### src/rtl/sdram_arb_pkg.sv
// ---------------------------------------------------------------------------
// sdram_arb_pkg
// Shared defaults and types for the two-requester SDRAM arbiter.
//   DEF_ADDR_W   : word address width (13 row + 2 bank + 10 column bits)
//   DEF_DATA_W   : SDRAM data width
//   DEF_BE_W     : byteenable width
//   DEF_MAX_PEND : outstanding reads tracked by the tag FIFO (power of 2)
//   req_id_t     : requester identifier stored in the tag FIFO
// ---------------------------------------------------------------------------
package sdram_arb_pkg;

  localparam int DEF_ADDR_W   = 25;
  localparam int DEF_DATA_W   = 16;
  localparam int DEF_BE_W     = 2;
  localparam int DEF_MAX_PEND = 8;

  typedef logic req_id_t;

endpackage : sdram_arb_pkg

### src/rtl/sdram_arb_tag_fifo.sv
// ---------------------------------------------------------------------------
// sdram_arb_tag_fifo
// In-order FIFO of requester ids. One entry is pushed per accepted read and
// popped per returning readdatavalid, so the head always names the requester
// that owns the next response.
// Ports:
//   clk, reset : clock, synchronous active-high reset (empties the FIFO)
//   push, din  : write request and requester id (ignored while full, even
//                when a pop happens in the same cycle)
//   pop, dout  : read request and head entry (dout valid while !empty)
//   full/empty : occupancy flags
// ---------------------------------------------------------------------------
module sdram_arb_tag_fifo
  import sdram_arb_pkg::*;
#(
  parameter int DEPTH = DEF_MAX_PEND
) (
  input  logic    clk,
  input  logic    reset,
  input  logic    push,
  input  logic    pop,
  input  req_id_t din,
  output req_id_t dout,
  output logic    full,
  output logic    empty
);

  localparam int PTR_W = (DEPTH > 1) ? $clog2(DEPTH) : 1;

  logic [PTR_W-1:0] wr_ptr_q;
  logic [PTR_W-1:0] rd_ptr_q;
  logic [PTR_W:0]   count_q;
  req_id_t          mem_q [DEPTH];

  logic push_ok;
  logic pop_ok;

  assign full    = (count_q == (PTR_W+1)'(DEPTH));
  assign empty   = (count_q == '0);
  assign push_ok = push & ~full;
  assign pop_ok  = pop & ~empty;
  assign dout    = mem_q[rd_ptr_q];

  // Pointers wrap naturally because DEPTH is a power of two.
  always_ff @(posedge clk) begin
    if (reset) begin
      wr_ptr_q <= '0;
      rd_ptr_q <= '0;
      count_q  <= '0;
    end else begin
      if (push_ok) wr_ptr_q <= wr_ptr_q + 1'b1;
      if (pop_ok)  rd_ptr_q <= rd_ptr_q + 1'b1;
      case ({push_ok, pop_ok})
        2'b10:   count_q <= count_q + 1'b1;
        2'b01:   count_q <= count_q - 1'b1;
        default: count_q <= count_q;
      endcase
    end
  end

  // Storage needs no reset: entries are only read between push and pop.
  always_ff @(posedge clk) begin
    if (push_ok) mem_q[wr_ptr_q] <= din;
  end

endmodule : sdram_arb_tag_fifo

### src/rtl/sdram_rr_arbiter.sv
// ---------------------------------------------------------------------------
// sdram_rr_arbiter
// Round-robin arbiter sharing one Avalon-MM SDRAM controller port between two
// masters. Commands pass through combinationally; read responses are routed
// back one cycle later using an in-order tag FIFO.
// Ports:
//   clk, reset           : clock, synchronous active-high reset
//   m0_* / m1_*          : Avalon-MM slave ports facing the two requesters
//                          (address, read, write, writedata, byteenable,
//                          waitrequest, readdata, readdatavalid)
//   s_*                  : Avalon-MM master port to the SDRAM controller
//   rdv_err              : sticky, readdatavalid seen with nothing pending
//   gnt_cnt0/gnt_cnt1    : saturating accepted-command counters, present only
//                          when SDRAM_ARB_STATS_EN is defined
// ---------------------------------------------------------------------------
module sdram_rr_arbiter
  import sdram_arb_pkg::*;
#(
  parameter int ADDR_W   = DEF_ADDR_W,
  parameter int DATA_W   = DEF_DATA_W,
  parameter int BE_W     = DEF_BE_W,
  parameter int MAX_PEND = DEF_MAX_PEND
) (
  input  logic              clk,
  input  logic              reset,
  input  logic [ADDR_W-1:0] m0_address,
  input  logic              m0_read,
  input  logic              m0_write,
  input  logic [DATA_W-1:0] m0_writedata,
  input  logic [BE_W-1:0]   m0_byteenable,
  output logic              m0_waitrequest,
  output logic [DATA_W-1:0] m0_readdata,
  output logic              m0_readdatavalid,
  input  logic [ADDR_W-1:0] m1_address,
  input  logic              m1_read,
  input  logic              m1_write,
  input  logic [DATA_W-1:0] m1_writedata,
  input  logic [BE_W-1:0]   m1_byteenable,
  output logic              m1_waitrequest,
  output logic [DATA_W-1:0] m1_readdata,
  output logic              m1_readdatavalid,
  output logic [ADDR_W-1:0] s_address,
  output logic              s_read,
  output logic              s_write,
  output logic [DATA_W-1:0] s_writedata,
  output logic [BE_W-1:0]   s_byteenable,
  input  logic              s_waitrequest,
  input  logic [DATA_W-1:0] s_readdata,
  input  logic              s_readdatavalid,
  output logic              rdv_err
`ifdef SDRAM_ARB_STATS_EN
  ,
  output logic [15:0]       gnt_cnt0,
  output logic [15:0]       gnt_cnt1
`endif
);

  // Grant state
  req_id_t last_grant_q, last_grant_d;
  req_id_t cur_q, cur_d;
  logic    lock_q, lock_d;

  // Command path
  logic    req0, req1;
  req_id_t sel;
  logic    sel_rd, sel_wr;
  logic    rd_blocked;
  logic    accept;
  logic    stall;

  // Tag FIFO
  logic    fifo_full, fifo_empty;
  req_id_t fifo_tag;
  logic    rsp_pop;

  // Per-requester response registers
  logic              rdv_q   [2];
  logic [DATA_W-1:0] rdata_q [2];
  logic              rdv_err_q;

  always_comb begin
    req0 = m0_read | m0_write;
    req1 = m1_read | m1_write;

    // A stalled master holds its command, so a locked grant stays put.
    if (lock_q)           sel = cur_q;
    else if (req0 & req1) sel = ~last_grant_q;
    else if (req1)        sel = 1'b1;
    else                  sel = 1'b0;

    // Read wins when a master illegally asserts both.
    sel_rd     = sel ? m1_read  : m0_read;
    sel_wr     = (sel ? m1_write : m0_write) & ~sel_rd;
    rd_blocked = sel_rd & fifo_full;

    s_read       = ~reset & sel_rd & ~fifo_full;
    s_write      = ~reset & sel_wr;
    s_address    = sel ? m1_address    : m0_address;
    s_writedata  = sel ? m1_writedata  : m0_writedata;
    s_byteenable = sel ? m1_byteenable : m0_byteenable;

    m0_waitrequest = reset | sel  | s_waitrequest | rd_blocked;
    m1_waitrequest = reset | ~sel | s_waitrequest | rd_blocked;

    accept = (s_read | s_write) & ~s_waitrequest;
    stall  = (s_read | s_write) & s_waitrequest;

    last_grant_d = accept ? sel : last_grant_q;
    cur_d        = stall ? sel : cur_q;
    if (accept)     lock_d = 1'b0;
    else if (stall) lock_d = 1'b1;
    else            lock_d = lock_q;
  end

  always_ff @(posedge clk) begin
    if (reset) begin
      last_grant_q <= 1'b1;
      cur_q        <= 1'b0;
      lock_q       <= 1'b0;
    end else begin
      last_grant_q <= last_grant_d;
      cur_q        <= cur_d;
      lock_q       <= lock_d;
    end
  end

  sdram_arb_tag_fifo #(
    .DEPTH (MAX_PEND)
  ) u_tag_fifo (
    .clk   (clk),
    .reset (reset),
    .push  (s_read & ~s_waitrequest),
    .pop   (s_readdatavalid),
    .din   (sel),
    .dout  (fifo_tag),
    .full  (fifo_full),
    .empty (fifo_empty)
  );

  assign rsp_pop = s_readdatavalid & ~fifo_empty;

  // Responses are steered by the tag at the FIFO head; a requester's
  // readdata only updates when one of its own responses arrives.
  generate
    for (genvar gi = 0; gi < 2; gi++) begin : g_rsp
      always_ff @(posedge clk) begin
        if (reset) begin
          rdv_q[gi]   <= 1'b0;
          rdata_q[gi] <= '0;
        end else begin
          rdv_q[gi] <= rsp_pop & (fifo_tag == req_id_t'(gi));
          if (rsp_pop & (fifo_tag == req_id_t'(gi))) rdata_q[gi] <= s_readdata;
        end
      end
    end
  endgenerate

  always_ff @(posedge clk) begin
    if (reset) rdv_err_q <= 1'b0;
    else       rdv_err_q <= rdv_err_q | (s_readdatavalid & fifo_empty);
  end

  assign m0_readdatavalid = rdv_q[0];
  assign m1_readdatavalid = rdv_q[1];
  assign m0_readdata      = rdata_q[0];
  assign m1_readdata      = rdata_q[1];
  assign rdv_err          = rdv_err_q;

`ifdef SDRAM_ARB_STATS_EN
  logic [15:0] gnt_cnt_q [2];

  generate
    for (genvar gi = 0; gi < 2; gi++) begin : g_stats
      always_ff @(posedge clk) begin
        if (reset) begin
          gnt_cnt_q[gi] <= '0;
        end else if (accept && (sel == req_id_t'(gi)) && (gnt_cnt_q[gi] != 16'hFFFF)) begin
          gnt_cnt_q[gi] <= gnt_cnt_q[gi] + 16'd1;
        end
      end
    end
  endgenerate

  assign gnt_cnt0 = gnt_cnt_q[0];
  assign gnt_cnt1 = gnt_cnt_q[1];
`endif

endmodule : sdram_rr_arbiter

### config.mk
export PLATFORM = sky130hd
export DESIGN_NAME = sdram_rr_arbiter
export DESIGN_NICKNAME = d
export VERILOG_FILES = /design/src/rtl/sdram_arb_pkg.sv /design/src/rtl/sdram_arb_tag_fifo.sv /design/src/rtl/sdram_rr_arbiter.sv
export SDC_FILE = /design/constraint.sdc
export NUM_CORES = 1
export LEC_CHECK = 0
export ABC_AREA = 1
export CAP_MARGIN = 30
export CELL_PAD_IN_SITES_DETAIL_PLACEMENT = 1
export CELL_PAD_IN_SITES_GLOBAL_PLACEMENT = 1
export CORE_ASPECT_RATIO = 0.75
export CORE_MARGIN = 2
export CORE_UTILIZATION = 26
export CTS_BUF_LIST = sky130_fd_sc_hd__clkbuf_4 sky130_fd_sc_hd__clkbuf_8
export DETAILED_ROUTE_END_ITERATION = 10
export PLACE_DENSITY = 0.91
export SYNTH_ARGS = -nofsm -noshare
export SYNTH_HDL_FRONTEND = slang
export SYNTH_HIERARCHICAL = 1
export SYNTH_SLANG_ARGS = --single-unit
### constraint.sdc
create_clock -name clk -period 2.6 [get_ports clk]
set_clock_uncertainty 0.05 [all_clocks]
set_input_delay 0.52 -clock clk [delete_from_list [all_inputs] [get_ports clk]]
set_output_delay 0.52 -clock clk [all_outputs]
set_load 0.01 [all_outputs]
==> run summary <==
nets - 732
DRC viols - 0
R2R Path Start - lock_q
Total Routing Usage GR - 19.8%
Ys Warns - 6
dpl hpwl - 9.56 mm
Worst-Margin Slew - 519 ps
final wirelength - 12.5 mm
CP arrival - 1930 ps
Post-Place Cell Area - 0.00527 sq mm
WHS Path Cells - 2
critical path required time - 2030 ps
non-filler cells, final - 784
area of the core - 0.0116 sq mm
final setup violation count - 0
cts hold-fix bufs - 0
number of routed nets with antenna violations - 0
clock buffer depth - 2
CTS Buf Count - 9
CP startpoint kind - input pin
setup slack, reg-to-reg - 280 ps
chip height - 98.2 um
Vias - 3,414
Placement Setup Slack - -493 ps
CTS clk-pin slew, worst paths - 70 ps
vias per cell - 4.35
fmax - 0.400 GHz
number of enable flip-flop cells after synthesis - 40
Critical Setup Path Class - in2out
synth-to-layout area growth - 82.6%
Top Ports - 192
Ant. Diodes - 0
power density cells - 700 mW/mm^2
initial antenna violation count - 0
ys async rst share - 0%
setup_tns - 0 ps
CP max FO - 11
number of fillers in the final layout - 1,389
effective utilization at floorplan - 26.6%
Crit. Startpoint - m1_write
highest-count cells in the layout ignoring fill and taps - nand2_1, clkdlybuf4s50_1, nor2_1
hold_sp - rdv_err
htree depth - 3
crit-path cells - dlygate4sd2_1, nor2_1, nor2_1, nand2_2, nand2_8, buf_4, buf_12, nand2_1, nand2_1, dlygate4sd2_1
Total Power - 3.94 mW
TritonCTS clock tree - yes
share of post-route cells with drive strength above 1 - 14.6%
total die area - 0.0127 sq mm
R2R Path End - u_tag_fifo/count_q[2]
Yosys cell types - 28
overall die width - 130 um
commonest non-fill, non-tap cell in the layout - nand2_1
largest net degree at the start of global routing - 17
FF+latch area - 0.00158 sq mm
vias in the first global route - 3,886
min Tclk post-route - 2500 ps
Netlist Area Pre-Place - 0.00308 sq mm
Max-slew headroom - 65.4%
DR WL/cell - 15.9 um
CP Capture Type - output port
slowest stage delay, CP - 270 ps
number of max-cap violations - 0
clk root buf - clkbuf_8
first-pass GRT wire length - 19.5 mm
Final period util - 96.2%
HP Class - reg2reg
DRT iter0 DRCs - 90
total grt overflow - 0
Mapped Avg Cell Area - 7.77 sq um
CP max-delay cell - dlygate4sd2_1
worst skew pair latency - 330 ps
Mapped Nets - 511
maximum VDD drop - 0.241 mV
buffers added on ports - 191
Min-Delay Endpoint - rdv_err
Final Max Tran Viols - 0
register area share after synthesis - 51.4%
fin area - 0.00562 sq mm
placed insts - 754
Cell Rows - 34
Seq cells post-synth - 59
Final Hold Vio Count - 0
post-synthesis cell count - 396
CTS Sinks - 59
RePlAce Congestion - 0.812
R2R cell count - 18
Leak - 2.57 nW
status - finished, final reports clean
DRT Pass-1 Iters - 4
multi-input logic area - 0.00132 sq mm
Top FF cell, synth - edfxtp_1
worst setup margin - 98.3 ps
-- registers in the layout (all words and copies together) (netlist names), named ones only --
| signal | cells |
|---|---|
| cur_q | 1 |
| last_grant_q | 1 |
| lock_q | 1 |
| rdata_q | 32 |
| rdv_err | 1 |
| rdv_q | 2 |
| u_tag_fifo/count_q | 4 |
| u_tag_fifo/mem_q | 8 |
| u_tag_fifo/rd_ptr_q | 3 |
| u_tag_fifo/wr_ptr_q | 3 |
-- repair_timing --
| action | 4_1_cts | 5_1_grt |
|---|---|---|
| gates resized for setup | 142 | 8 |
| hold endpoints to repair | 0 | 0 |
| endpoints found under the setup margin | 49 | 2 |
| gates cloned | 4 | 0 |
| pin swaps | 9 | 7 |
| setup buffers | 8 | 2 |
-- synth_stat cells, types with 2 or more instances --
| cell | count | area share [%] |
|---|---|---|
| xnor2_1 | 2 | 0.57 |
| buf_4 | 5 | 1.2 |
| nand3_1 | 9 | 1.5 |
| nand2_2 | 5 | 1.0 |
| a21oi_1 | 11 | 1.8 |
| nor2_1 | 60 | 7.3 |
| inv_2 | 2 | 0.24 |
| nand2_4 | 4 | 1.5 |
| nand2_1 | 155 | 19 |
| nor2_2 | 3 | 0.61 |
| nand3_2 | 4 | 1.3 |
| ha_1 | 5 | 2.0 |
| edfxtp_1 | 40 | 39 |
| nor3_1 | 2 | 0.33 |
| nand4_1 | 2 | 0.41 |
| buf_2 | 6 | 0.98 |
| o21ai_0 | 9 | 1.5 |
| dfxtp_1 | 19 | 12 |
| inv_1 | 44 | 5.4 |
-- metal layers --
layer	vias to the layer above	share of wire (%)	global-route usage (%)	wire length, um
met2	155	52	37.4	6470
met4	0	3.0	8.44	376
met5	-	0	0	0
li1	1673	-	-	-
met1	1561	38	20.7	4710
met3	25	7.5	4.77	938
-- kinds of logic (layout without fill, tap and decap cells) --
kind of cell,after synthesis,in the layout,share of synthesized area [%]
AOI/OAI and AO/OA,23,23,3.90
xor gates and xnor gates,3,3,0.854
adders and majority gates,5,5,2.03
buffers and inverters,58,284,7.93
DFF,59,59,51.4
and+or+nand+nor,248,248,33.9
-- how the worst max path moves through the flow --
stage | to | slack, ps | cells after the start
6_report | s_address[8] | 100 | 10
5_1_grt | u_tag_fifo/count_q[2] | -1 | 19
4_1_cts | s_address[8] | 60 | 10
3_5_place_dp | u_tag_fifo/count_q[2] | -490 | 19
3_3_place_gp | u_tag_fifo/count_q[2] | -320 | 18
2_1_floorplan | u_tag_fifo/count_q[2] | 190 | 16
-- worst max-delay path, delay by kind of cell --
kind / cells / cell delay (ps)
buf+inv: 4 / 830
simple gates: 6 / 570
-- where the power goes --
part | switching, mW | internal [mW] | leakage, nW
clock network | 0.355 | 0.346 | 0.0806
logic | 0.957 | 0.948 | 1.92
registers | 0.104 | 1.23 | 0.564
-- per-stage QoR --
| stage | utilization, % | hold WS (ps) |
|---|---|---|
| floorplan | - | 375 |
| global route | 48.6 | 499 |
| CTS | 48.2 | 452 |
| finish | 48.6 | 455 |
| global placement | 45.6 | 404 |
| detailed placement | 45.6 | 430 |
-- layout make-up --
| cell class | instances | area share (%) |
|---|---|---|
| Timing Repair Buffer | 222 | 38.7 |
| Sequential cell | 59 | 28.1 |
| Multi-Input combinational cell | 279 | 23.5 |
| Tap cell | 162 | 3.61 |
| Inverter | 46 | 3.20 |
| Clock buffer | 10 | 2.34 |
| Clock inverter | 6 | 0.579 |
Note: power is estimated with default switching activity, not from simulation.
